$ cat src/rtl/dsss_spreader_if.sv
// dsss_spreader_if
//   Bundles every non-clock signal of the DSSS spreader.
//   master : upstream side (pn_gen chip feed + payload source), and it observes the chip stream.
//   slave  : the spreader itself.
//   Signals:
//     pn_out, pn_roll        PN chip and PN-period-start marker from pn_gen
//     data_in, data_valid    payload bit and its qualifier
//     data_ready             spreader can take a payload bit this cycle
//     chip_out, chip_valid   registered spread chip and its qualifier
//     bit_start              chip_out is chip 0 of a data bit
//     busy                   spreader is armed or spreading
//     eob                    one-cycle end-of-burst pulse
interface dsss_spreader_if;
    logic pn_out;
    logic pn_roll;
    logic data_in;
    logic data_valid;
    logic data_ready;
    logic chip_out;
    logic chip_valid;
    logic bit_start;
    logic busy;
    logic eob;

    modport master (
        output pn_out, pn_roll, data_in, data_valid,
        input  data_ready, chip_out, chip_valid, bit_start, busy, eob
    );

    modport slave (
        input  pn_out, pn_roll, data_in, data_valid,
        output data_ready, chip_out, chip_valid, bit_start, busy, eob
    );
endinterface

$ cat src/rtl/dsss_spreader.sv
// dsss_spreader
//   Direct-sequence spreader placed behind the 12-bit PN generator. Payload
//   bits are buffered in a 2-entry FIFO. A burst starts on the first chip of
//   a PN period (pn_roll). Each bit is then XORed with CHIPS_PER_BIT
//   consecutive PN chips. Queued bits follow back-to-back with no gap.
//   Ports:
//     clock   system clock, rising edge
//     reset   asynchronous, active-low
//     sp      dsss_spreader_if.slave:
//               in : pn_out, pn_roll, data_in, data_valid
//               out: data_ready, chip_out, chip_valid, bit_start, busy, eob
//   Chip outputs are registered, so they appear one cycle after the chip cycle.
module dsss_spreader #(
    parameter int CHIPS_PER_BIT = 4095,
    parameter int CNT_W         = 12
) (
    input  logic           clock,
    input  logic           reset,
    dsss_spreader_if.slave sp
);

    localparam logic [1:0] ST_IDLE   = 2'd0;
    localparam logic [1:0] ST_ARM    = 2'd1;
    localparam logic [1:0] ST_SPREAD = 2'd2;

    localparam logic [CNT_W-1:0] LAST_CHIP = CNT_W'(CHIPS_PER_BIT - 1);
    localparam logic [CNT_W-1:0] CNT_ONE   = CNT_W'(1);

    logic [1:0]       state;
    logic [1:0]       state_nxt;
    logic [CNT_W-1:0] chip_cnt;
    logic [CNT_W-1:0] chip_cnt_nxt;
    logic [1:0]       fifo_count;
    logic [1:0]       fifo_mem;      // [0] is the head (bit being spread)
    logic             push;
    logic             pop;
    logic             chip_cycle;
    logic             first_chip;
    logic             last_chip;
    logic             cur_bit;

    logic             chip_p1;
    logic             vld_p1;
    logic             bit_start_p1;
    logic             eob_p1;
    logic             busy_p1;

    always_comb begin
        cur_bit    = fifo_mem[0];
        push       = sp.data_valid && (fifo_count < 2'd2);
        // The ARM cycle that sees pn_roll is itself chip 0 of the burst.
        chip_cycle = ((state == ST_ARM) && sp.pn_roll) || (state == ST_SPREAD);
        first_chip = chip_cycle && ((state == ST_ARM) || (chip_cnt == '0));
        last_chip  = (state == ST_SPREAD) && (chip_cnt == LAST_CHIP);
        pop        = last_chip;

        state_nxt    = state;
        chip_cnt_nxt = chip_cnt;
        case (state)
            ST_IDLE: begin
                if (fifo_count != 2'd0) begin
                    state_nxt = ST_ARM;
                end
            end
            ST_ARM: begin
                if (sp.pn_roll) begin
                    state_nxt    = ST_SPREAD;
                    chip_cnt_nxt = CNT_ONE;
                end
            end
            ST_SPREAD: begin
                // pn_roll is deliberately ignored here: no mid-burst resync.
                if (last_chip) begin
                    chip_cnt_nxt = '0;
                    // Only a second queued bit keeps the burst going; the
                    // head being popped this cycle does not count.
                    if (fifo_count != 2'd2) begin
                        state_nxt = ST_IDLE;
                    end
                end else begin
                    chip_cnt_nxt = chip_cnt + CNT_ONE;
                end
            end
            default: begin
                state_nxt    = ST_IDLE;
                chip_cnt_nxt = '0;
            end
        endcase
    end

    always_ff @(posedge clock or negedge reset) begin
        if (!reset) begin
            state      <= ST_IDLE;
            chip_cnt   <= '0;
            fifo_count <= 2'd0;
        end else begin
            state    <= state_nxt;
            chip_cnt <= chip_cnt_nxt;
            case ({push, pop})
                2'b10:   fifo_count <= fifo_count + 2'd1;
                2'b01:   fifo_count <= fifo_count - 2'd1;
                default: fifo_count <= fifo_count;
            endcase
        end
    end

    // FIFO storage is qualified by fifo_count, so it needs no reset.
    always_ff @(posedge clock) begin
        if (pop) begin
            // Simultaneous push into a 1-deep FIFO lands straight in the head.
            fifo_mem[0] <= (push && (fifo_count == 2'd1)) ? sp.data_in : fifo_mem[1];
        end else if (push) begin
            fifo_mem[fifo_count[0]] <= sp.data_in;
        end
    end

    // Stage p1: registered chip stream
    always_ff @(posedge clock or negedge reset) begin
        if (!reset) begin
            chip_p1      <= 1'b0;
            vld_p1       <= 1'b0;
            bit_start_p1 <= 1'b0;
            eob_p1       <= 1'b0;
            busy_p1      <= 1'b0;
        end else begin
            chip_p1      <= chip_cycle ? (cur_bit ^ sp.pn_out) : 1'b0;
            vld_p1       <= chip_cycle;
            bit_start_p1 <= first_chip;
            eob_p1       <= last_chip && (fifo_count != 2'd2);
            busy_p1      <= (state_nxt != ST_IDLE);
        end
    end

    assign sp.data_ready = (fifo_count < 2'd2);
    assign sp.chip_out   = chip_p1;
    assign sp.chip_valid = vld_p1;
    assign sp.bit_start  = bit_start_p1;
    assign sp.eob        = eob_p1;
    assign sp.busy       = busy_p1;

endmodule

$ cat src/flat_wrapper.sv
// flat-port wrapper written by rule: the top's interface ports become plain ports
module dsss_spreader_flat 
#(
    parameter int CHIPS_PER_BIT = 4095,
    parameter int CNT_W         = 12
)
  (clock, reset, sp_pn_out, sp_pn_roll, sp_data_in, sp_data_valid, sp_data_ready, sp_chip_out, sp_chip_valid, sp_bit_start, sp_busy, sp_eob);
  dsss_spreader_if sp_i ();
  input  logic clock;
  input  logic reset;
  input wire logic [$bits(sp_i.pn_out)-1:0] sp_pn_out;
  input wire logic [$bits(sp_i.pn_roll)-1:0] sp_pn_roll;
  input wire logic [$bits(sp_i.data_in)-1:0] sp_data_in;
  input wire logic [$bits(sp_i.data_valid)-1:0] sp_data_valid;
  output wire logic [$bits(sp_i.data_ready)-1:0] sp_data_ready;
  output wire logic [$bits(sp_i.chip_out)-1:0] sp_chip_out;
  output wire logic [$bits(sp_i.chip_valid)-1:0] sp_chip_valid;
  output wire logic [$bits(sp_i.bit_start)-1:0] sp_bit_start;
  output wire logic [$bits(sp_i.busy)-1:0] sp_busy;
  output wire logic [$bits(sp_i.eob)-1:0] sp_eob;
  assign sp_i.pn_out = sp_pn_out;
  assign sp_i.pn_roll = sp_pn_roll;
  assign sp_i.data_in = sp_data_in;
  assign sp_i.data_valid = sp_data_valid;
  assign sp_data_ready = sp_i.data_ready;
  assign sp_chip_out = sp_i.chip_out;
  assign sp_chip_valid = sp_i.chip_valid;
  assign sp_bit_start = sp_i.bit_start;
  assign sp_busy = sp_i.busy;
  assign sp_eob = sp_i.eob;
  dsss_spreader #(.CHIPS_PER_BIT(CHIPS_PER_BIT), .CNT_W(CNT_W)) u_core (.clock(clock), .reset(reset), .sp(sp_i));
endmodule
$ cat config.mk
export PLATFORM = sky130hd
export DESIGN_NAME = dsss_spreader_flat
export DESIGN_NICKNAME = d
export VERILOG_FILES = /design/src/rtl/dsss_spreader_if.sv /design/src/rtl/dsss_spreader.sv /design/src/flat_wrapper.sv
export SDC_FILE = /design/constraint.sdc
export NUM_CORES = 1
export LEC_CHECK = 0
export ABC_AREA = 1
export BUFFER_PORTS_ARGS = -buffer_cell sky130_fd_sc_hd__buf_2
export CORE_UTILIZATION = 58
export CTS_CLUSTER_DIAMETER = 120
export DETAILED_ROUTE_END_ITERATION = 7
export PLACE_DENSITY = 0.75
export SYNTH_ARGS = -nofsm -noshare
export SYNTH_HDL_FRONTEND = slang
export SYNTH_SLANG_ARGS = --single-unit
$ cat constraint.sdc
create_clock -name clock -period 2.3 [get_ports clock]
set_input_delay 0.46 -clock clock [delete_from_list [all_inputs] [get_ports clock]]
set_output_delay 0.46 -clock clock [all_outputs]
set_load 0.01 [all_outputs]
==> results of run 1 <==
-- layer usage --
layer / track usage / routed length, µm
met4: 0.1081 / 63
met1: 0.3021 / 1269
met3: 0.03571 / 90
met2: 0.3593 / 1139
met5: 0 / 0
-- cell type report --
cell class	instances	share of cell area
well taps	28	0.02297
flip-flops and latches	23	0.3839
repair buffers	11	0.03610
inverters	27	0.06727
multi-input cells	115	0.4725
clock buffers	4	0.01723
-- registers in the layout (all words and copies together) (netlist names), 2 cells and up --
| register | flops |
|---|---|
| u_core.fifo_mem | 2 |
| u_core.fifo_count | 2 |
| u_core.state | 2 |
| u_core.chip_cnt | 12 |
-- kinds of logic after synthesis --
logic type,Yosys count,synth area share
fa+ha+maj,13,0.1145
simple gates,78,0.2749
xor+xnor,6,0.03700
buf+inv,28,0.08017
flops,23,0.4123
compound gates,18,0.08106
-- worst max path at each step --
stage	end	slack, ps	depth (start not counted)
2_1_floorplan	u_core.fifo_mem[0]$_DFFE_PP_	690	7
3_3_place_gp	u_core.fifo_mem[0]$_DFFE_PP_	620	7
3_5_place_dp	u_core.fifo_mem[0]$_DFFE_PP_	540	7
4_1_cts	u_core.fifo_mem[0]$_DFFE_PP_	530	7
5_1_grt	u_core.fifo_mem[0]$_DFFE_PP_	390	7
6_report	u_core.fifo_mem[0]$_DFFE_PP_	530	7
-- stage by stage --
stage               utilization  area (µm²)  hold slack (ps)
floorplan                     -        1420            164.4
global placement         0.6648        1499            432.7
detailed placement       0.6648        1499            439.3
CTS                      0.6765        1525            85.82
global route             0.6765        1525            103.4
finish                   0.6765        1525            72.15
-- synthesized netlist by cell type --
cell type  instances  area share
nor2_4             2       0.016
nand4_2            1      0.0088
dfrtp_1           21        0.37
a21oi_1            7       0.025
nor2_2             6       0.026
o21ai_0            3       0.011
nand2_1           31       0.082
nand2_4            1      0.0079
o22ai_1            1      0.0044
nand2_2            4       0.018
a21oi_2            2       0.012
nor2_1            18       0.048
a31oi_1            1      0.0044
a31o_2             1      0.0062
xor2_1             4       0.025
clkinv_2           1      0.0035
inv_1             23       0.061
nor4_1             2      0.0088
nand3_2            2       0.014
xnor2_1            2       0.012
edfxtp_1           2       0.042
buf_6              1      0.0079
nand4_1            2      0.0088
inv_2              3      0.0079
ha_1              13        0.11
nand3_1            8       0.028
a41oi_1            1      0.0062
o21ai_2            2       0.012
nor3b_2            1      0.0088
-- critical path: stages (launching register included) --
cell and delay [ps]:
dfrtp_1 420, inv_1 100, ha_1 230, nand2_1 110
nor2_2 120, nand3_1 150, ha_1 230, a21oi_1 140
-- power by group --
part | internal (W) | switching [W] | total, W | leakage [nW]
Combinational | 0.000228 | 0.000445 | 0.000673 | 0.458
Clock | 0.0000678 | 0.000122 | 0.000190 | 0.0150
Sequential | 0.000489 | 0.0000486 | 0.000538 | 0.299
Total | 0.000785 | 0.000616 | 0.00140 | 0.772
==> run_results.csv, run 1 <==
group,metric,value,unit
timing,hold_viol_final,0,
worst_setup_path,r2r_start,"u_core.state[0]$_DFF_PN0_",
clocking,cts_resized,0,
worst_setup_path,reg2reg_slack,530,ps
timing,fin_crit_sh,0.7703,
worst_setup_path,crit_type,"reg2reg",
logic_synthesis,ys_types,29,
final_layout,n_fill_cell,186,
final_layout,layout_commonest_cell,"nand2_1",
clocking,cts_setup_buffers,0,
final_layout,drive_above_1_share,0.2222,
run,cap_violations,0,
power,power_density,918.3,mW/mm²
power,ir_drop,932.3,µV
timing,finalCriticalPeriod,1772,ps
status,status,"complete, no violations",
worst_setup_path,cp-startpoint,"u_core.state[0]$_DFF_PN0_",
power,finalPower,0.001401,W
final_layout,seq_area,585.6,µm²
power,cellLeakagePower,0.7720,nW
die,dieArea,0.002650,mm²
timing,rsz0062_at_grt,"no",
place,dp_cells,204,
final_layout,finalNonFillerCells,208,
worst_hold_path,worstHoldPathType,"in2async",
route,vias_per_cell,5.298,
worst_setup_path,required,2340,ps
place,dp_hpwl,2030,µm
route,totalWireLength,2563,µm
timing,max_slew_margin,0.6927,
clocking,clock-sinks,23,
timing,final.setup.tns,0,ps
final_layout,syn_to_final_growth,7.401,%
die,initial_core_util,0.6299,
timing,slew_viol_final,0,
worst_setup_path,reg2reg_to,"u_core.fifo_mem[0]$_DFFE_PP_",
route,firstDrtPassIters,4,
clocking,tritoncts,"done",
global_routing,overflow,0,
die,die_w,51.48,µm
route,vias,1102,
logic_synthesis,ys_seq_elements,23,
worst_setup_path,ff2ff_path_depth,7,
clocking,clkSlewWorstSetupHoldPaths,120,ps
place,place_congestion,0.8722,
route,drc,0,
logic_synthesis,synthCells,166,
clocking,htree_levels,1,
place,portBuffers,11,
route,drtIter0Drc,20,
timing,setup_viol,0,
die,die_y,51.48,µm
logic_synthesis,avgSynthCellArea,8.555,µm²
global_routing,antenna_found_initial,0,
die,core_area,0.002255,mm²
timing,setup_slack,528.3,ps
final_layout,final_cell_mix,"nand2_1, inv_1, dfrtp_1",
worst_setup_path,crit_path_max_fanout,5,
global_routing,grt_usage,0.2276,
clocking,cts.path.max_buffers,2,
timing,worst_slew_pin_slew,461.0,ps
worst_setup_path,start_kind,"flop",
global_routing,grt_pass1_wl,4409,µm
place,pre_cts_slack,538.0,ps
final_layout,multiInputGateArea,720.7,µm²
logic_synthesis,synth_fp_nets,185,
clocking,cts_buffers,3,
global_routing,grt_max_degree,22,
route,final_antenna_net_count,0,
global_routing,grt_pass1_vias,1014,
timing,max_freq,0.5644,GHz
die,ioPinCount,12,
clocking,insertion_delay,310,ps
final_layout,n_antenna_cell,0,
logic_synthesis,ys_seq_area_frac,0.4123,
logic_synthesis,synth_warnings,0,
die,row_count,17,
worst_setup_path,endpoint_kind,"flop",
clocking,root_buffer,"clkbuf_4",
final_layout,layout.nets,200,
clocking,cts_hold_buf,0,
route,wl_per_cell,12.32,µm
timing,clock_skew,2.167,ps
worst_setup_path,crit_arrival,1810,ps
logic_synthesis,netlist_area,0.001420,mm²
Note: power is estimated with default switching activity, not from simulation.
==> run 2, diff against run 1 <==
clock period = 1.65 ns   (was 2.3 ns; I/O delays follow)
==> run 2 against run 1 <==
- total power is 51% higher
- clock skew is 9.6 ps higher
- utilization is 4.4 points higher
- first-iteration DRC count is 20% higher
- setup slack got worse by 460 ps
- final area increased by 6.6%
- via count is 2.8% higher
- largest cell class unchanged
==> run_results.csv, run 2 (synthesis gave the netlist of run 1 again) <==
group,metric,value,unit
final_layout,syn_to_final_growth,14.45,%
global_routing,grt_usage,0.2535,
final_layout,finalNonFillerCells,216,
power,finalPower,0.002110,W
clocking,root_buffer,"clkbuf_4",
clocking,htree_levels,1,
worst_setup_path,cp_slowest_cell,"dfrtp_1",
clocking,clock-sinks,23,
route,drtIter0Drc,24,
die,core_area,0.002255,mm²
power,cellLeakagePower,0.8106,nW
timing,worst_slew_pin_slew,469.8,ps
worst_setup_path,reg2reg_slack,70,ps
clocking,cts_setup_buffers,0,
route,vias,1133,
clocking,cts_buffers,3,
global_routing,busiest_layer,"met2",
worst_setup_path,critPathBufInv,1,
worst_setup_path,crit_arrival,1600,ps
die,row_count,17,
power,power_density,1298,mW/mm²
worst_setup_path,crit_type,"reg2reg",
global_routing,met2_usage,0.4177,
die,ioPinCount,12,
final_layout,layout_commonest_cell,"nand2_1",
place,place_congestion,0.8872,
clocking,tritoncts,"done",
die,initial_core_util,0.6299,
worst_setup_path,crit_chain,"inv_2 -> ha_2 -> nand2_1 -> nor2_2 -> nand3_2 -> ha_4 -> a21oi_1",
clocking,insertion_delay,310,ps
place,dpl_cell_area,0.001551,mm²
route,drc,0,
final_layout,final_cell_mix,"nand2_1, inv_1, dfrtp_1",
global_routing,antenna_found_initial,0,
worst_setup_path,r2r_start,"u_core.state[0]$_DFF_PN0_",
global_routing,gr-usage-met3,0.03869,
timing,finalCriticalPeriod,1577,ps
timing,max_freq,0.6340,GHz
route,totalWireLength,2908,µm
clocking,cts.path.max_buffers,2,
die,die_w,51.48,µm
place,dp_hpwl,2249,µm
route,vias_per_cell,5.245,
global_routing,use_met1,0.3289,
timing,clock_skew,11.75,ps
final_layout,drive_above_1_share,0.2872,
final_layout,layout.nets,208,
worst_setup_path,reg2reg_to,"u_core.fifo_mem[0]$_DFFE_PP_",
place,dp_cells,211,
worst_hold_path,worstHoldPathType,"in2reg",
route,wl_per_cell,13.46,µm
worst_setup_path,critical_path.top_delay_family,"flip-flops",
power,ir_drop,1236,µV
timing,setup_viol,0,
die,dieArea,0.002650,mm²
timing,slew_viol_final,0,
worst_setup_path,max_stage_delay,410,ps
worst_setup_path,crit_path_max_fanout,3,
global_routing,grt_max_degree,22,
worst_hold_path,min-delay-start,"sp_data_in",
route,firstDrtPassIters,4,
global_routing,overflow,0,
worst_hold_path,min_to,"u_core.fifo_mem[1]$_DFFE_PP_",
run,cap_violations,0,
worst_setup_path,start_kind,"flop",
worst_setup_path,ff2ff_path_depth,7,
worst_setup_path,required,1680,ps
global_routing,grt_pass1_vias,1087,
status,status,"complete, no violations",
clocking,clkSlewWorstSetupHoldPaths,120,ps
worst_hold_path,whs_path_depth,1,
timing,fin_crit_sh,0.9559,
route,final_antenna_net_count,0,
die,die_y,51.48,µm
timing,hold_viol_final,0,
final_layout,n_antenna_cell,0,
global_routing,grt_pass1_wl,4843,µm
place,portBuffers,11,
final_layout,postLayoutCellArea,0.001625,mm²
worst_setup_path,endpoint_kind,"flop",
final_layout,top_register,"u_core.chip_cnt",
final_layout,largest_register_ffs,12,
timing,max_slew_margin,0.6868,
==> run 2: changes by cell type in the layout (fill, tap and decap cells not counted), sizes merged <==
cell,change
dlygate4sd3,+1
buf,+7
==> run 2: worst max-delay path by stage <==
stage	end	start	cells past startpoint
final	u_core.fifo_mem[0]$_DFFE_PP_	u_core.state[0]$_DFF_PN0_	7
after global routing	u_core.chip_cnt[8]$_DFFE_PN0P_	u_core.state[1]$_DFF_PN0_	9
after CTS	u_core.fifo_mem[0]$_DFFE_PP_	u_core.state[0]$_DFF_PN0_	7
after detailed placement	u_core.fifo_mem[0]$_DFFE_PP_	u_core.state[0]$_DFF_PN0_	7
after global placement	u_core.fifo_mem[0]$_DFFE_PP_	u_core.state[0]$_DFF_PN0_	7
after floorplan	u_core.fifo_mem[0]$_DFFE_PP_	u_core.state[0]$_DFF_PN0_	7
==> run 2: area by class of cell <==
class                   instances  area (µm²)
repair buffers                 19       117.6
flip-flops and latches         23       585.6
clock buffers                   4       26.28
inverters                      27       105.1
well taps                      28       35.03
multi-input cells             115       755.7
fillers                       201       629.4
==> run 2: per-layer routing <==
layer | wire length [µm] | part of all wire | vias up
li1 | - | - | 570
met1 | 1332 | 0.46 | 525
met2 | 1431 | 0.49 | 32
met3 | 100 | 0.034 | 6
met4 | 42 | 0.014 | 0
met5 | 0 | 0 | -
==> run 2: stage by stage <==
stage,setup slack [ps],hold slack (ps),util,TNS [ps]
after floorplan,37.31,34.41,-,0
after global placement,71.66,304.6,0.6881,0
after detailed placement,27.71,316.3,0.6881,0
after CTS,9.366,201.5,0.7042,0
after global routing,-0.7876,207.1,0.7209,-0.7876
final,72.78,225.3,0.7209,0
==> run 2: where the power goes <==
group	switching, W	internal [W]	total (W)
clock	0.000168	0.0000944	0.000262
sequential	0.0000702	0.000682	0.000752
combinational	0.000690	0.000405	0.00110
total	0.000929	0.00118	0.00211
==> run 2: repair_timing <==
action / 4_1_cts / 5_1_grt
endpoints found under the setup margin: 0 / 10
resized for setup: 0 / 9
hold endpoints to repair: 21 / 0
hold buffers: 1 / 0
==> run 2: worst register-to-register path: cells and delay by family (launching register included) <==
family / cells / cell delay (ps)
DFF: 1 / 410
and+or+nand+nor: 3 / 330
AOI/OAI and AO/OA: 1 / 130
adders and majority gates: 2 / 350
buffers and inverters: 1 / 80
==> run 3, diff against run 2 <==
HOLD_SLACK_MARGIN = 0.06   (was not set)
clock period = 1.6 ns   (was 1.65 ns; I/O delays follow)
==> run 3 against run 2 <==
- the flow now finishes with violations (negative setup slack)
- die area stayed put
- non-clock buffer count increased by 11
- combinational power up 15%
- clock skew is 8.2 ps lower
- clock power rose by 7%
- clock-buffer cell count is 1 lower
- global-route usage is 0.60 points lower
- critical endpoint unchanged
==> run_results.csv, run 3 (synthesis gave the netlist of run 1 again) <==
group,metric,value,unit
route,vias,1220,
worst_setup_path,cp.depth,6,
final_layout,fin_util,0.7764,
worst_setup_path,start_kind,"flop",
clocking,insertion_delay,320,ps
timing,fin_crit_sh,1.004,
final_layout,layout.nets,219,
clocking,htree_levels,1,
worst_setup_path,reg2reg_slack,-6,ps
power,cellLeakagePower,0.8810,nW
worst_setup_path,endpoint_kind,"flop",
place,portBuffers,11,
worst_setup_path,crit_arrival,1700,ps
worst_setup_path,required,1690,ps
worst_setup_path,crit_chain,"inv_2 -> ha_2 -> nand2_2 -> nor2_1 -> nand3_2 -> a31o_2",
worst_setup_path,max_stage_delay,410,ps
timing,hold_viol_final,0,
worst_setup_path,cp-startpoint,"u_core.chip_cnt[0]$_DFFE_PN0P_",
clocking,root_buffer,"clkbuf_4",
run,cap_violations,0,
timing,slew_viol_final,0,
route,vias_per_cell,5.374,
final_layout,layout_commonest_cell,"nand2_1",
worst_setup_path,critPathBufInv,1,
timing,setup_viol,1,
die,ioPinCount,12,
clocking,tritoncts,"done",
die,dieArea,0.002650,mm²
clocking,clkSlewWorstSetupHoldPaths,130,ps
timing,worst_slew_pin_slew,475.3,ps
route,wl_per_cell,13.56,µm
timing,clock_skew,3.582,ps
clocking,cts_buffers,3,
clocking,clock-sinks,23,
timing,rsz0062_at_grt,"yes",
die,initial_core_util,0.6299,
power,ir_drop,1379,µV
die,die_y,51.48,µm
worst_setup_path,critical_path.top_delay_family,"simple AND/OR/NAND/NOR gates",
route,firstDrtPassIters,4,
worst_setup_path,r2r_start,"u_core.chip_cnt[0]$_DFFE_PN0P_",
final_layout,top_register,"u_core.chip_cnt",
worst_setup_path,ff2ff_path_depth,6,
global_routing,grt_pass1_wl,4830,µm
global_routing,grt_usage,0.2475,
global_routing,antenna_found_initial,0,
route,totalWireLength,3078,µm
final_layout,syn_to_final_growth,23.26,%
timing,finalCriticalPeriod,1606,ps
timing,setup_slack,-5.648,ps
timing,max_slew_margin,0.6832,
timing,max_freq,0.6228,GHz
route,final_antenna_net_count,0,
worst_hold_path,min-delay-start,"sp_data_in",
final_layout,drive_above_1_share,0.3618,
worst_setup_path,crit_type,"reg2reg",
worst_setup_path,cp_slowest_cell,"dfrtp_1",
worst_setup_path,crit_path_max_fanout,5,
place,dp_hpwl,2170,µm
global_routing,grt_max_degree,22,
worst_setup_path,worstSetupEndpoint,"u_core.fifo_mem[0]$_DFFE_PP_",
status,violations,"negative setup slack",
global_routing,overflow,0,
die,die_w,51.48,µm
final_layout,final_cell_mix,"nand2_1, dfrtp_1, inv_1",
worst_hold_path,worstHoldPathType,"in2reg",
worst_setup_path,reg2reg_to,"u_core.fifo_mem[0]$_DFFE_PP_",
power,power_density,1325,mW/mm²
status,status,"finished, violations left",
global_routing,grt_pass1_vias,1144,
die,core_area,0.002255,mm²
place,place_congestion,0.8636,
power,finalPower,0.002318,W
clocking,cts.path.max_buffers,2,
route,drtIter0Drc,36,
final_layout,n_antenna_cell,0,
route,drc,0,
final_layout,largest_register_ffs,12,
die,row_count,17,
-- run 3: per-layer routing --
layer / vias up / part of all wire / global-route usage
li1: 597 / - / -
met1: 576 / 0.45 / 0.3232
met2: 38 / 0.48 / 0.4069
met3: 9 / 0.046 / 0.04167
met4: 0 / 0.026 / 0.09459
met5: - / 0 / 0
-- run 3: report_power, final --
part	internal [W]	total, W	switching, W
Combinational	0.000503	0.00126	0.000756
Sequential	0.000703	0.000779	0.0000758
Clock	0.0000938	0.000281	0.000188
-- run 3: worst min path at each step --
stage,endpoint,slack [ps],cells past startpoint
after floorplan,u_core.chip_cnt[0]$_DFFE_PN0P_,20,0
after global placement,u_core.chip_cnt[9]$_DFFE_PN0P_,300,1
after detailed placement,u_core.chip_cnt[8]$_DFFE_PN0P_,310,1
after CTS,u_core.fifo_mem[1]$_DFFE_PP_,190,1
after global routing,u_core.fifo_mem[1]$_DFFE_PP_,200,1
final,u_core.fifo_mem[1]$_DFFE_PP_,190,1
-- run 3: area by class of cell --
class	count	area (µm²)
clock buffer	3	22.52
timing repair buffer	30	203.9
clock inverter	1	5.005
multi-input combinational	115	793.3
tap	28	35.03
inverter	27	105.1
sequential	23	585.6
fill	165	504.2
-- run 3: per-stage QoR --
stage	cells	TNS, ps	setup WS, ps	cell area [µm²]	hold WS (ps)
6_report	227	-5.648	-5.648	1750	194.0
4_1_cts	222	0	3.258	1642	192.9
3_5_place_dp	216	-63.84	-34.04	1592	306.0
5_1_grt	227	-252.3	-46.46	1750	200.3
3_3_place_gp	216	0	18.24	1592	297.8
2_1_floorplan	166	0	5.709	1423	24.41
-- run 3: repair_timing --
| item | in CTS | in global routing |
|---|---|---|
| pin swaps | 1 | 6 |
| hold buffers | 1 | 0 |
| buffers inserted | 1 | 5 |
| setup endpoints to repair | 3 | 15 |
| resized for setup | 2 | 18 |
| endpoints found under the hold margin | 21 | 0 |
